File: config.mk
export PLATFORM = sky130hd
export DESIGN_NAME = nn_run_sequencer
export DESIGN_NICKNAME = d
export VERILOG_FILES = /design/src/rtl/nn_run_sequencer.sv
export SDC_FILE = /design/constraint.sdc
export NUM_CORES = 1
export LEC_CHECK = 0
export CAP_MARGIN = 20
export CORE_MARGIN = 3
export CORE_UTILIZATION = 40
export DETAILED_ROUTE_END_ITERATION = 10
export MAX_ROUTING_LAYER = met4
export PLACE_DENSITY = 0.8
export SYNTH_ARGS = -nofsm -noshare
export SYNTH_HDL_FRONTEND = slang
export SYNTH_SLANG_ARGS = --single-unit
File: constraint.sdc
create_clock -name clk -period 2.12 [get_ports clk]
set_input_delay 0.424 -clock clk [delete_from_list [all_inputs] [get_ports clk]]
set_output_delay 0.424 -clock clk [all_outputs]
set_load 0.005 [all_outputs]
File: src/rtl/nn_run_sequencer.sv
// nn_run_sequencer: sequences one inference run of the 4-neuron perceptron
// datapath (parameter load, input load, compute settle, result readout).
// Host bytes arrive over s_valid/s_ready and are turned into per-byte write
// strobes. Results return over m_valid/m_ready.
// Optional build macro SEQ_REUSE_PARAMS_EN adds a reuse_params input that
// skips the parameter load when a complete parameter set is already held.
module nn_run_sequencer #(
   parameter int unsigned N_NEURONS     = 4,
   parameter int unsigned N_PARAMS      = 6,
   parameter int unsigned SETTLE_CYCLES = 2,
   parameter int unsigned DATA_W        = 8
) (
   input  logic              clk,
   input  logic              reset,
   input  logic              start,
   input  logic              abort,
`ifdef SEQ_REUSE_PARAMS_EN
   input  logic              reuse_params,
`endif
   input  logic [DATA_W-1:0] s_data,
   input  logic              s_valid,
   output logic              s_ready,
   output logic              param_we,
   output logic [4:0]        param_addr,
   output logic              inp_we,
   output logic [1:0]        inp_addr,
   output logic [DATA_W-1:0] wr_data,
   output logic [1:0]        sel_state,
   output logic [1:0]        out_sel,
   input  logic [DATA_W-1:0] net_out,
   output logic [DATA_W-1:0] m_data,
   output logic              m_valid,
   input  logic              m_ready,
   output logic              busy,
   output logic              done
);

   localparam int unsigned CNT_W    = 5;
   localparam int unsigned SET_W    = 4;
   localparam int unsigned IDX_W    = 2;
   localparam int unsigned N_PBEATS = N_NEURONS * N_PARAMS;

   localparam logic [CNT_W-1:0] LAST_PARAM  = CNT_W'(N_PBEATS - 1);
   localparam logic [CNT_W-1:0] LAST_INPUT  = CNT_W'(N_NEURONS - 1);
   localparam logic [SET_W-1:0] LAST_SETTLE = SET_W'(SETTLE_CYCLES - 1);
   localparam logic [IDX_W-1:0] LAST_RESULT = IDX_W'(N_NEURONS - 1);

   localparam logic [1:0] SEL_PARAMS  = 2'b00;
   localparam logic [1:0] SEL_INPUTS  = 2'b01;
   localparam logic [1:0] SEL_HOLD    = 2'b10;
   localparam logic [1:0] SEL_READOUT = 2'b11;

   typedef enum logic [2:0] {
      ST_IDLE        = 3'd0,
      ST_LOAD_PARAMS = 3'd1,
      ST_LOAD_INPUTS = 3'd2,
      ST_COMPUTE     = 3'd3,
      ST_READOUT     = 3'd4
   } state_e;

   state_e           state_q, state_d;
   logic [CNT_W-1:0] cnt_q, cnt_d;
   logic [SET_W-1:0] settle_q, settle_d;
   logic [IDX_W-1:0] idx_q, idx_d;
   logic             done_q, done_d;
   logic             kill;

`ifdef SEQ_REUSE_PARAMS_EN
   logic             params_valid_q, params_valid_d;
`endif

   // Abort and reset both suppress any strobe or handshake effect this cycle
   assign kill = abort | reset;

   // State and counter registers, synchronous active-high reset
   always_ff @(posedge clk) begin
      if (reset) begin
         state_q  <= ST_IDLE;
         cnt_q    <= '0;
         settle_q <= '0;
         idx_q    <= '0;
         done_q   <= 1'b0;
`ifdef SEQ_REUSE_PARAMS_EN
         params_valid_q <= 1'b0;
`endif
      end else begin
         state_q  <= state_d;
         cnt_q    <= cnt_d;
         settle_q <= settle_d;
         idx_q    <= idx_d;
         done_q   <= done_d;
`ifdef SEQ_REUSE_PARAMS_EN
         params_valid_q <= params_valid_d;
`endif
      end
   end

   // Next-state, counter updates and per-state outputs
   always_comb begin
      state_d   = state_q;
      cnt_d     = cnt_q;
      settle_d  = settle_q;
      idx_d     = idx_q;
      done_d    = 1'b0;
`ifdef SEQ_REUSE_PARAMS_EN
      params_valid_d = params_valid_q;
`endif
      s_ready   = 1'b0;
      sel_state = SEL_HOLD;
      out_sel   = '0;
      m_valid   = 1'b0;
      param_we  = 1'b0;
      inp_we    = 1'b0;

      unique case (state_q)
         ST_IDLE: begin
            if (start && !abort) begin
               cnt_d    = '0;
               settle_d = '0;
               idx_d    = '0;
`ifdef SEQ_REUSE_PARAMS_EN
               if (reuse_params && params_valid_q) begin
                  state_d = ST_LOAD_INPUTS;
               end else begin
                  state_d = ST_LOAD_PARAMS;
               end
`else
               state_d = ST_LOAD_PARAMS;
`endif
            end
         end

         ST_LOAD_PARAMS: begin
            sel_state = SEL_PARAMS;
            s_ready   = 1'b1;
            if (abort) begin
               state_d = ST_IDLE;
               cnt_d   = '0;
`ifdef SEQ_REUSE_PARAMS_EN
               params_valid_d = 1'b0;
`endif
            end else if (s_valid && !kill) begin
               param_we = 1'b1;
               if (cnt_q == LAST_PARAM) begin
                  state_d = ST_LOAD_INPUTS;
                  cnt_d   = '0;
`ifdef SEQ_REUSE_PARAMS_EN
                  params_valid_d = 1'b1;
`endif
               end else begin
                  cnt_d = cnt_q + CNT_W'(1);
               end
            end
         end

         ST_LOAD_INPUTS: begin
            sel_state = SEL_INPUTS;
            s_ready   = 1'b1;
            if (abort) begin
               state_d = ST_IDLE;
               cnt_d   = '0;
            end else if (s_valid && !kill) begin
               inp_we = 1'b1;
               if (cnt_q == LAST_INPUT) begin
                  state_d  = ST_COMPUTE;
                  cnt_d    = '0;
                  settle_d = '0;
               end else begin
                  cnt_d = cnt_q + CNT_W'(1);
               end
            end
         end

         ST_COMPUTE: begin
            sel_state = SEL_HOLD;
            if (abort) begin
               state_d  = ST_IDLE;
               settle_d = '0;
            end else if (settle_q == LAST_SETTLE) begin
               state_d  = ST_READOUT;
               settle_d = '0;
               idx_d    = '0;
            end else begin
               settle_d = settle_q + SET_W'(1);
            end
         end

         ST_READOUT: begin
            sel_state = SEL_READOUT;
            out_sel   = idx_q;
            m_valid   = 1'b1;
            if (abort) begin
               state_d = ST_IDLE;
               idx_d   = '0;
            end else if (m_ready) begin
               if (idx_q == LAST_RESULT) begin
                  state_d = ST_IDLE;
                  idx_d   = '0;
                  done_d  = 1'b1;
               end else begin
                  idx_d = idx_q + IDX_W'(1);
               end
            end
         end

         default: begin
            state_d = ST_IDLE;
            cnt_d   = '0;
            idx_d   = '0;
         end
      endcase
   end

   // Datapath-facing fields; the address is only meaningful under its strobe
   assign param_addr = cnt_q;
   assign inp_addr   = cnt_q[1:0];
   assign wr_data    = s_data;
   assign m_data     = net_out;
   assign busy       = (state_q != ST_IDLE);
   assign done       = done_q;

endmodule

==> results.sh <==
export IMPL_start_util_pct=43.2
export IMPL_synth_net_count=161
export IMPL_cts_root_buf="clkbuf_4"
export IMPL_postLayoutSetupSlackWorst_ns=0.0788
export IMPL_grt_pass1_wl_mm=4.48
export IMPL_ys_ff_latch=15
export IMPL_hold_violations=0
export IMPL_synth_cell_type_count=45
export IMPL_cts_hold_buf=0
export IMPL_post_synth_cell_area_avg_um2=8.15
export IMPL_port_buffers=22
export IMPL_dr_pass1_iters=4
export IMPL_first_global_vias=1028
export IMPL_grt_total_usage_pct=17.2
export IMPL_cts_tree="built"
export IMPL_dp_hpwl_mm=2.08
export IMPL_muxShareOfSynthArea_pct=4.55
export IMPL_final_cell_mix="22 x buf_4, 18 x clkdlybuf4s50_1, 12 x nor2_1"
export IMPL_setup_viol=0
export IMPL_slew_viol_final=0
export IMPL_drive_gt1_share_pct=25.6
export IMPL_ant_nets=0
export IMPL_synth_xor_area_share_pct=1.59
export IMPL_fmax_mhz=490
export IMPL_antenna_found_initial=0
export IMPL_fin_crit_sh_pct=96.3
export IMPL_synth_edff_count=0
export IMPL_clk_latency_ns=0.28
export IMPL_regArea_um2=310
export IMPL_syn_area_um2=1100
export IMPL_place_ws_ns=-0.146
export IMPL_fin_cells=190
export IMPL_fin_crit_ns=2.04
export IMPL_startpoint_type="flop"
export IMPL_placedCellCount=183
export IMPL_crit_path_max_fanout=8
export IMPL_cts_clk_slew_worst_paths_ns=0.09
export IMPL_place_congestion=0.832
export IMPL_max_slew_worst_pin_slew_ns=0.426
export IMPL_slew_headroom_pct=71.6
export IMPL_powerDensity_nw_per_um2=882
export IMPL_drt_iter0_markers=25
export IMPL_mostFrequentLayoutCell="buf_4"
export IMPL_row_count=18
export IMPL_gr_total_overflow=0
export IMPL_die_w_um=58.4
export IMPL_cts_buffer_depth=2
export IMPL_yosysSeqAreaShare_pct=27.3
export IMPL_multi_input_area_um2=653
export IMPL_io_pins=55
export IMPL_viasPerCell=5.71
export IMPL_synth_compound_area_share_pct=18.0
export IMPL_numCtsBuffers=3
export IMPL_async_flop_share_pct=0
export IMPL_wl_per_cell_um=14.6
export IMPL_cts_sinks=15
export IMPL_netlist_instances=135
export IMPL_yosys_area_share_simple_pct=28.0
export IMPL_peakVddDrop_v=0.000734
export IMPL_fin_skew_ns=0.000942
export IMPL_status="finished, final reports clean"
export IMPL_nets=187
export IMPL_route_final_wire_length_mm=2.78
export IMPL_synthToLayoutAreaGrowth_pct=30.4
export IMPL_hp_class="reg -> reg"
export IMPL_via_count=1084
export IMPL_synth_top_family_by_area="simple AND/OR/NAND/NOR gates"
export IMPL_diodes=0
export IMPL_grt_max_degree=15
export IMPL_path_class="reg -> out"
export IMPL_leakagePower_uw=0.000604
export IMPL_die_h_um=58.4
export IMPL_design_area_um2=1430
export IMPL_die_area_um2=3410
export IMPL_cts_max_level=1
export IMPL_setup_worst_path_end_class="output pin"
export IMPL_max_cap_viol_count=0
export IMPL_critPathRequiredTime_ns=1.70
export IMPL_synth_fa_ha_area_share_pct=4.55
export IMPL_arrival_ns=1.62
export IMPL_core_area_um2=2540
export IMPL_ys_flop_type="dfxtp_1"
export IMPL_fill_cells=214
export IMPL_drc=0
export IMPL_placed_area_um2=1340
export IMPL_yosysWarnings=0
-- synthesized netlist by cell type (3+ instances only) --
library cell	count	share of area, %
a21oi_1	5	2.3
and3_1	4	2.3
buf_2	3	1.4
buf_4	18	12
dfxtp_1	15	27
ha_1	4	4.6
inv_1	5	1.7
mux2i_1	5	4.6
nand2_1	6	2.0
nand2b_1	3	1.7
nand3_1	4	1.8
nor2_1	13	4.4
nor3_1	6	2.7
o21ai_0	4	1.8
-- where the power goes --
group	internal, uW	switching, uW	total, uW
Combinational	399	334	733
Clock	73.1	93.9	167
Sequential	316	47.7	364
-- layer usage --
metal  GRT usage (%)  routed length (um)  vias up
met4            9.27                  56        0
met2            27.8                1430       30
li1                -                   -      525
met3            3.51                 117       10
met5               -                   0        -
met1            19.8                1180      519
-- registers in the layout, summed over array words and instances, names as in the netlist --
register,flops
state_q,3
done,1
param_addr,5
settle_q,4
idx_q,2
-- area by class of cell --
class | instances | area share, %
clock buffer | 4 | 1.83
inverter | 5 | 1.31
multi-input combinational | 92 | 45.5
sequential | 15 | 21.6
tap | 30 | 2.62
timing repair buffer | 44 | 27.1
-- cell families after synthesis --
logic type      Yosys count
buf+inv                  28
fa+ha+maj                 4
flops                    15
xor+xnor                  2
simple gates             55
mux                       5
compound gates           26
-- final timing paths --
check | slack [ns] | endpoint | from | depth (start not counted)
worst max-delay path | 0.08 | out_sel[1] | state_q[0] | 4
worst min-delay path | 0.50 | settle_q[3] | settle_q[3] | 1
worst max register to register | 0.10 | settle_q[2] | param_addr[1] | 6
worst min register to register | 0.50 | settle_q[3] | settle_q[3] | 1
-- worst max-delay path, stage by stage (launching register included) --
cell             delay (ns)
dfxtp_4                0.39
buf_4                  0.17
nor2_4                 0.12
and3_1                 0.16
clkdlybuf4s50_1        0.50
-- through the flow --
step                       TNS, ns  power (uW)  util [%]  hold WS, ns
after detailed placement    -0.818        1010      52.8        0.485
after global placement      -0.573         987      52.8        0.477
after CTS                        0        1200      54.6        0.506
final                            0        1260      56.3        0.504
after floorplan                  0         754         -        0.444
after global routing      -0.00360        1350      56.3        0.536
-- timing repair --
| action | 4_1_cts | 5_1_grt |
|---|---|---|
| setup endpoints to repair | 7 | 7 |
| resized for setup | 9 | 7 |
| buffers inserted | 0 | 3 |
(Power assumes the default switching activity.)
